[config.mk]
export PLATFORM = sky130hd
export DESIGN_NAME = simd_adder_pipe
export DESIGN_NICKNAME = d
export VERILOG_FILES = /design/src/rtl/simd_adder_pipe.sv
export SDC_FILE = /design/constraint.sdc
export NUM_CORES = 1
export LEC_CHECK = 0
export ABC_AREA = 1
export BUFFER_PORTS_ARGS = -buffer_cell sky130_fd_sc_hd__buf_4
export CAP_MARGIN = 10
export CORE_ASPECT_RATIO = 0.5
export CORE_MARGIN = 2
export CORE_UTILIZATION = 60
export CTS_CLUSTER_DIAMETER = 100
export DETAILED_ROUTE_END_ITERATION = 7
export MAX_ROUTING_LAYER = met4
export PLACE_DENSITY = 0.9
export SLEW_MARGIN = 20
export SYNTH_ARGS = -nofsm -noshare
export SYNTH_HDL_FRONTEND = slang
export SYNTH_SLANG_ARGS = --single-unit
[constraint.sdc]
create_clock -name clk -period 5.5 [get_ports clk]
set_input_delay 0.275 -clock clk [delete_from_list [all_inputs] [get_ports clk]]
set_output_delay 0.275 -clock clk [all_outputs]
set_load 0.05 [all_outputs]
[src/rtl/simd_adder_pipe.sv]
// simd_adder_pipe: LANES independent WIDTH-bit add/subtract lanes with wrap,
// unsigned-saturate and signed-saturate modes. The block has a two-stage
// registered pipeline with valid/ready handshakes on both sides.
// Stage 1 captures the operands. Stage 2 holds the result and the raw
// carry/overflow flags.
module simd_adder_pipe #(
  parameter int WIDTH = 8,
  parameter int LANES = 4
) (
  input  logic                     clk,
  input  logic                     rst,
  input  logic                     in_valid,
  output logic                     in_ready,
  input  logic [LANES*WIDTH-1:0]   a,
  input  logic [LANES*WIDTH-1:0]   b,
  input  logic                     op_sub,
  input  logic [1:0]               mode,
  output logic                     out_valid,
  input  logic                     out_ready,
  output logic [LANES*WIDTH-1:0]   result,
  output logic [LANES-1:0]         carry,
  output logic [LANES-1:0]         ovf
);

  localparam int N = LANES * WIDTH;

  localparam logic [1:0] MODE_WRAP = 2'b00;
  localparam logic [1:0] MODE_USAT = 2'b01;
  localparam logic [1:0] MODE_SSAT = 2'b10;

  // Stage 1 operand registers
  logic         s1_v;
  logic [N-1:0] s1_a;
  logic [N-1:0] s1_b;
  logic         s1_sub;
  logic [1:0]   s1_mode;

  // Stage 2 valid; the data registers are the output ports themselves
  logic s2_v;

  logic adv2;
  logic in_fire;
  logic s1_move;

  // Stage 2 can take a new beat when it is empty or being drained this cycle.
  assign adv2      = !s2_v || out_ready;
  // Gate with rst so a beat offered during the reset cycle is never accepted.
  assign in_ready  = (!s1_v || adv2) && !rst;
  assign in_fire   = in_valid && in_ready;
  assign s1_move   = s1_v && adv2;
  assign out_valid = s2_v;

  // Per-lane combinational arithmetic on the stage-1 contents
  logic [N-1:0]     lane_res;
  logic [LANES-1:0] lane_c;
  logic [LANES-1:0] lane_o;

  for (genvar gi = 0; gi < LANES; gi++) begin : g_lane
    logic [WIDTH-1:0] op_a;
    logic [WIDTH-1:0] op_b;
    logic [WIDTH:0]   sum;
    logic [WIDTH-1:0] wrapped;
    logic [WIDTH-1:0] sat;

    // Subtract is a + ~b + 1, so the borrow shows up as carry == 0.
    assign op_a    = s1_a[gi*WIDTH +: WIDTH];
    assign op_b    = s1_sub ? ~s1_b[gi*WIDTH +: WIDTH] : s1_b[gi*WIDTH +: WIDTH];
    assign sum     = {1'b0, op_a} + {1'b0, op_b} + {{WIDTH{1'b0}}, s1_sub};
    assign wrapped = sum[WIDTH-1:0];

    assign lane_c[gi] = sum[WIDTH];
    assign lane_o[gi] = (op_a[WIDTH-1] == op_b[WIDTH-1]) &&
                        (sum[WIDTH-1] != op_a[WIDTH-1]);

    // Pick the lane result according to the saturation mode (mode 11 wraps)
    always_comb begin
      sat = wrapped;
      case (s1_mode)
        MODE_USAT: begin
          if (!s1_sub && lane_c[gi]) begin
            sat = {WIDTH{1'b1}};
          end else if (s1_sub && !lane_c[gi]) begin
            sat = {WIDTH{1'b0}};
          end
        end
        MODE_SSAT: begin
          // The overflow direction always follows the sign of a.
          if (lane_o[gi]) begin
            sat = op_a[WIDTH-1] ? {1'b1, {(WIDTH-1){1'b0}}}
                                : {1'b0, {(WIDTH-1){1'b1}}};
          end
        end
        MODE_WRAP: sat = wrapped;
        default:   sat = wrapped;
      endcase
    end

    assign lane_res[gi*WIDTH +: WIDTH] = sat;
  end

  // Stage 1: capture an accepted beat, otherwise empty when the beat moves on
  always_ff @(posedge clk) begin
    if (rst) begin
      s1_v    <= 1'b0;
      s1_a    <= '0;
      s1_b    <= '0;
      s1_sub  <= 1'b0;
      s1_mode <= MODE_WRAP;
    end else begin
      if (in_fire) begin
        s1_v    <= 1'b1;
        s1_a    <= a;
        s1_b    <= b;
        s1_sub  <= op_sub;
        s1_mode <= mode;
      end else if (s1_move) begin
        s1_v <= 1'b0;
      end
    end
  end

  // Stage 2: register the results when advancing, and hold them while stalled
  always_ff @(posedge clk) begin
    if (rst) begin
      s2_v   <= 1'b0;
      result <= '0;
      carry  <= '0;
      ovf    <= '0;
    end else if (adv2) begin
      s2_v <= s1_v;
      if (s1_v) begin
        result <= lane_res;
        carry  <= lane_c;
        ovf    <= lane_o;
      end
    end
  end

endmodule

==> results of run 1 <==
tightest hold or removal path: stages:
cell     delay, ns
buf_4         0.08
nand2_1       0.04
o31ai_1       0.05
Yosys cell counts, drive strengths merged:
library cell,number
o21bai,4
o21a,1
buf,16
xor2,29
a21oi,78
and2,2
o21ai,78
nand2,464
nand4,5
fa,4
nor2,32
xnor2,15
ha,36
inv,87
clkbuf,27
nand3b,6
nand3,47
dfxtp,109
clkinv,2
a21o,2
or2,2
o31ai,10
state kept, by name, indices dropped and copies added (netlist names):
| signal | flops |
|---|---|
| result | 32 |
| s1_a | 32 |
| s1_b | 32 |
| carry | 4 |
| ovf | 4 |
| s1_mode | 2 |
| out_valid | 1 |
| s1_sub | 1 |
| s1_v | 1 |
per-stage QoR:
step | hold slack, ns | area (um2) | total power [W] | instances | utilization
after detailed placement | 0.457 | 7720 | 0.00174 | 1273 | 0.699
after global routing | 0.108 | 8010 | 0.00252 | 1289 | 0.725
final | 0.115 | 8010 | 0.00239 | 1289 | 0.725
after global placement | 0.454 | 7720 | 0.00172 | 1273 | 0.699
after CTS | 0.110 | 8000 | 0.00238 | 1289 | 0.724
after floorplan | 0.388 | 6850 | 0.00151 | 1056 | -
report_power, final:
part / switching [W] / internal (W)
logic: 0.000558 / 0.000293
registers: 0.0000560 / 0.000851
clock network: 0.000318 / 0.000317
layout make-up:
type / count / area [um2] / area share
multi-input cells: 815 / 4160 / 0.519
flip-flops and latches: 109 / 2180 / 0.273
repair buffers: 115 / 867 / 0.108
inverters: 89 / 337 / 0.0420
clock buffers: 10 / 229 / 0.0286
well taps: 145 / 181 / 0.0227
clock inverters: 6 / 51.3 / 0.00641
metal layers:
layer,GRT usage,wire length [um],vias up
li1,-,-,3508
met1,0.479,9260,3085
met2,0.434,7240,361
met3,0.0597,2070,22
met4,0.0620,151,0
met5,-,0,-
how the worst max path moves through the flow:
stage            from          to  slack, ns  depth (start not counted)
2_1_floorplan  s1_sub  result[16]       2.95                         15
3_3_place_gp      rst     s1_b[1]       2.47                          7
3_5_place_dp      rst     s1_a[4]       2.40                          7
4_1_cts        s1_sub  result[16]       2.43                         12
5_1_grt        s1_sub  result[16]       2.00                         12
6_report       s1_sub   result[7]       2.35                         12
kinds of logic after synthesis:
kind of cell | synth area share
AO/OA/AOI/OAI | 0.138
XOR/XNOR | 0.0562
buffers and inverters | 0.0758
flip-flops | 0.318
adder cells (fa/ha/maj) | 0.0774
AND/OR/NAND/NOR | 0.334
==> impl_summary.txt, run 1 <==
----------------------------------------------------
[GRT]
  First-pass GRT wire length ... 30.2 mm
  Overall fraction of global-route tracks in use ... 0.316
  Total overflow reported by the global router ... 0
  Maximum number of pins on one net before global-route repair ... 135
  Initial antenna violation count ... 0
  Number of global-route vias before repair ... 6113

[Routing]
  Detail-routed net length per standard cell ... 14.5 um
  DRT Pass-1 Iters ... 5
  Total DRC errors in the routed layout ... 0
  Detailed Route WL ... 18.7 mm
  Number of DRC markers after the initial detailed-route iteration ... 780
  Total vias in the final route ... 6976
  Residual antenna-violating net count after detailed routing ... 0
  Drt via density ... 5.41

[STA]
  Shortest period the worst path allows ... 3.15 ns
  Setup Total Neg Slack ... 0 ns
  Fmax ... 0.317 GHz
  Share of the clock period used by the worst path after layout ... 0.573
  Worst rel slew slack ... 0.270
  Final Hold Viols ... 0
  Final clock skew ... 0.00830 ns
  Final Worst Setup Slack ... 2.35 ns
  Unrepaired setup endpoints after global routing ... false
  Final count of pins violating max slew ... 0
  Final setup violation count ... 0
  Actual transition at the worst max-transition pin ... between 1 and 1.5 ns

[Setup path]
  CP delay by family, top ... flip-flops
  CP Cell Sequence ... xor2_1 > ha_1 > inv_1 > o21bai_1 > a21oi_1 > nand2_1 > o21ai_0 > inv_1 > nand2_1 > nand2_1 > nand2_1 > a21oi_1
  Worst-path cell with the longest stage delay ... dfxtp_2
  Number of buffer and inverter stages on the critical path ... 2
  Startpoint of the worst register-to-register path ... s1_sub
  Arrival @ worst endpoint ... ~3.4 ns
  CP max FO ... 36
  CP Launch Type ... register
  Delay of the slowest cell on the worst path ... 1.03 ns
  Path depth of the worst reg2reg path ... 12
  Worst EP required ... 5.72 ns
  Setup CP Type ... reg -> reg
  Setup slack of the most critical reg-to-reg path ... 2.35 ns
  Most repeated library cell on the critical path ... nand2_1
  Critical path capture point type ... register
  End of the worst register-to-register path ... result[7]

[Die]
  Cell row count ... 27
  Horizontal die dimension ... 155 um
  Count of boundary I/O pins ... around 110
  Core region area ... 11000 um2
  Die height ... between 70 and 80 um
  Full die area ... 12300 um2
  Initial standard-cell utilization of the core ... 0.620

[Place]
  Estimated wirelength of the detail-placed design ... 13.7 mm
  Placer's final routability congestion estimate ... just over 0.9
  Setup Slack @ Placement ... 2.40 ns
  Count of input and output buffers ... 112

[Synth]
  Total of flip-flops plus latches after synthesis ... 109
  Total number of yosys warnings ... 0
  Number of nets in the synthesized netlist ... 1167
  Avg Inst Size Synth ... about 6.5 um2
  Fraction of post-synthesis cell area in the top cell type by area ... 0.318
  Distinct cells, synth ... 34
  Cell area after synthesis ... slightly below 7000 um2
  Cell type with the highest aggregate area in the netlist ... dfxtp_1
  Post-Syn Instances ... between 1000 and 1500
  Biggest area contributors in the synthesized netlist ... dfxtp_1 32%, nand2_1 24%, ha_1 6.6%, o21ai_0 5.5%, a21oi_1 5.2%
  Portion of the post-synthesis area used by sequential elements ... 0.318

[Pwr]
  Leakage power total ... around 4.1 nW
  Power density over the cells ... 299 nW/um2
  Highest ir drop seen on vdd ... around 0.00015 V

[Clock tree]
  Cell at the root of the clock tree ... clkbuf_16
  Clock slew seen by the registers of the worst setup and hold paths ... 0.07 ns
  Count of hold-fix buffers inserted at cts ... 0
  Total setup buffers inserted after CTS ... 0
  Clock insertion delay at the later pin of the skew report ... 0.35 ns
  Cts bufs inserted ... 9
  Deepest clock path buffer count ... 2
  TritonCTS clock tree ... built
  Quantity of gates resized following cts ... 0
  H-tree levels ... 3
  Clock sink count ... about 110

[Layout]
  # fillers ... 917
  Most common cell after layout, fill and taps aside ... nand2_1
  Ratio of cells with drive above 1 in the final layout ... 0.149
  Area growth syn-to-layout ... 16.8%
  Final net count ... 1250
  Antenna fix cells ... 0
  Highest-count cells in the layout ignoring fill and taps ... 445 x nand2_1, 114 x buf_4, 108 x dfxtp_1, 82 x inv_1, 76 x o21ai_0

[Worst hold path]
  Worst Hold Depth ... 3
  Type of the most critical hold path ... in -> reg
  Startpoint of the most critical hold path ... mode[1]
  Worst min-delay path endpoint ... s1_mode[1]

[Flow run]
  Max capacitance violation total ... 0

[Status]
  Result of the run ... complete, no violations

----------------------------------------------------
No activity file was read; power rests on OpenSTA's default activity.
==> inputs of run 2 (changes only) <==
--- a/config.mk
+++ b/config.mk
@@ -10,11 +10,11 @@
 export CAP_MARGIN = 10
 export CORE_ASPECT_RATIO = 0.5
 export CORE_MARGIN = 2
-export CORE_UTILIZATION = 60
+export CORE_UTILIZATION = 57
 export CTS_CLUSTER_DIAMETER = 100
 export DETAILED_ROUTE_END_ITERATION = 7
 export MAX_ROUTING_LAYER = met4
-export PLACE_DENSITY = 0.9
+export PLACE_DENSITY = 0.87
 export SLEW_MARGIN = 20
 export SYNTH_ARGS = -nofsm -noshare
 export SYNTH_HDL_FRONTEND = slang
==> constraint.sdc (replaced) <==
create_clock -name clk -period 3.15 [get_ports clk]
set_input_delay 0.1575 -clock clk [delete_from_list [all_inputs] [get_ports clk]]
set_output_delay 0.1575 -clock clk [all_outputs]
set_load 0.05 [all_outputs]
==> impl_summary.txt, run 2 (same netlist as run 1, synthesis figures left out) <==
----------------------------------------------------
[Routing]
  Drt via density ... 5.37
  DRT Pass-1 Iters ... 6
  Residual antenna-violating net count after detailed routing ... 0
  Total DRC errors in the routed layout ... 0
  Number of DRC markers after the initial detailed-route iteration ... between 900 and 1000
  Total vias in the final route ... about 7100
  Detailed Route WL ... 19.6 mm
  Detail-routed net length per standard cell ... 14.8 um

[Setup path]
  Setup CP Type ... reg -> reg
  Critical path capture point type ... register
  Worst EP required ... 3.36 ns
  CP max FO ... 30
  Arrival @ worst endpoint ... 2.86 ns
  CP Launch Type ... register

[GRT]
  Number of global-route vias before repair ... between 6000 and 7000
  Total overflow reported by the global router ... 0
  First-pass GRT wire length ... 31.1 mm
  Initial antenna violation count ... 0
  Maximum number of pins on one net before global-route repair ... 62
  Overall fraction of global-route tracks in use ... 0.312

[Clock tree]
  Clock slew seen by the registers of the worst setup and hold paths ... roughly 0.08 ns
  TritonCTS clock tree ... built
  Cell at the root of the clock tree ... clkbuf_16
  Quantity of gates resized following cts ... 0
  Deepest clock path buffer count ... 2
  Clock sink count ... 109
  Clock insertion delay at the later pin of the skew report ... 0.36 ns
  H-tree levels ... 3
  Cts bufs inserted ... 9

[Place]
  Count of input and output buffers ... about 110
  Estimated wirelength of the detail-placed design ... 14.3 mm
  Placer's final routability congestion estimate ... 0.930

[STA]
  Final Hold Viols ... 0
  Fmax ... 0.377 GHz
  Setup Total Neg Slack ... 0 ns
  Shortest period the worst path allows ... roughly 2.6 ns
  Unrepaired setup endpoints after global routing ... false
  Worst rel slew slack ... 0.297
  Actual transition at the worst max-transition pin ... 1.05 ns
  Final setup violation count ... 0
  Post-route worst hold slack ... 0.000303 ns
  Share of the clock period used by the worst path after layout ... 0.841
  Final clock skew ... 0.0117 ns
  Final count of pins violating max slew ... 0

[Die]
  Full die area ... 13000 um2
  Horizontal die dimension ... 159 um
  Die height ... 81.5 um
  Initial standard-cell utilization of the core ... 0.582
  Count of boundary I/O pins ... 113
  Cell row count ... 28
  Core region area ... 11800 um2

[Status]
  Result of the run ... complete, no violations

[Flow run]
  Max capacitance violation total ... 0

[Worst hold path]
  Type of the most critical hold path ... in -> reg

[Pwr]
  Leakage power total ... about 4.2 nW
  Power density over the cells ... ~520 nW/um2
  Highest ir drop seen on vdd ... 0.000302 V

[Layout]
  Most common cell after layout, fill and taps aside ... nand2_1
  # fillers ... 993
  Highest-count cells in the layout ignoring fill and taps ... 445 x nand2_1, 119 x buf_4, 108 x dfxtp_1, 82 x inv_1, 76 x o21ai_0
  Ratio of cells with drive above 1 in the final layout ... 0.154
  Antenna fix cells ... 0
  Largest registers in the final layout ... result (32), s1_a (32), s1_b (32)
  Final net count ... 1266
  Area growth syn-to-layout ... 20.0%

----------------------------------------------------
run 2: routing by layer:
metal / global-route usage / part of all wire / up-vias
met5: - / 0 / -
met4: 0.0555 / 0.0061 / 0
met3: 0.0662 / 0.11 / 18
met2: 0.417 / 0.38 / 362
met1: 0.474 / 0.51 / 3192
li1: - / - / 3538
run 2: final timing paths:
check	from	to	slack, ns	cells past startpoint
hold / removal	b[2]	s1_b[2]	0.0003	3
setup reg to reg	s1_sub	result[22]	0.50	13
setup / recovery	s1_sub	result[22]	0.50	13
hold reg to reg	result[12]	result[12]	0.47	2
run 2: metrics by stage:
stage | power, W | setup WS (ns) | cell area, um2 | utilization | cells
detailed placement | 0.00307 | 0.628 | 7840 | 0.666 | 1300
CTS | 0.00421 | 0.583 | 8210 | 0.698 | 1324
global placement | 0.00304 | 0.659 | 7840 | 0.666 | 1300
global route | 0.00447 | 0.367 | 8220 | 0.699 | 1325
floorplan | 0.00264 | 0.596 | 6850 | - | 1056
finish | 0.00425 | 0.500 | 8220 | 0.699 | 1325
run 2: worst max-delay path, stage by stage, from the launching register on:
cell and delay, ns:
dfxtp_2 0.37, buf_12 0.24, xor2_1 0.26, ha_1 0.33
a21oi_1 0.30, nor2_1 0.07, nor2_1 0.20, nand2_2 0.09
o21ai_0 0.20, inv_2 0.11, nand2_1 0.08, nand3_1 0.06
nand2_1 0.12, a21oi_1 0.07
run 2: area by class of cell:
type | count | area, um2 | share of cell area
timing repair buffer | 131 | 1040 | 0.127
inverter | 89 | 337 | 0.0409
sequential | 109 | 2180 | 0.266
tap | 165 | 206 | 0.0251
clock buffer | 9 | 225 | 0.0274
multi-input combinational | 815 | 4160 | 0.506
clock inverter | 7 | 70.1 | 0.00852
run 2: what timing repair did:
| item | 4_1_cts | 5_1_grt |
|---|---|---|
| buffers inserted | 0 | 0 |
| hold buffers | 8 | 1 |
| hold endpoints to repair | 8 | 1 |
run 2: power by group:
group	internal, W	total, W	switching (W)
Clock	0.000559	0.00114	0.000583
Sequential	0.00149	0.00157	0.0000853
Combinational	0.000531	0.00153	0.00100
Total	0.00258	0.00425	0.00167
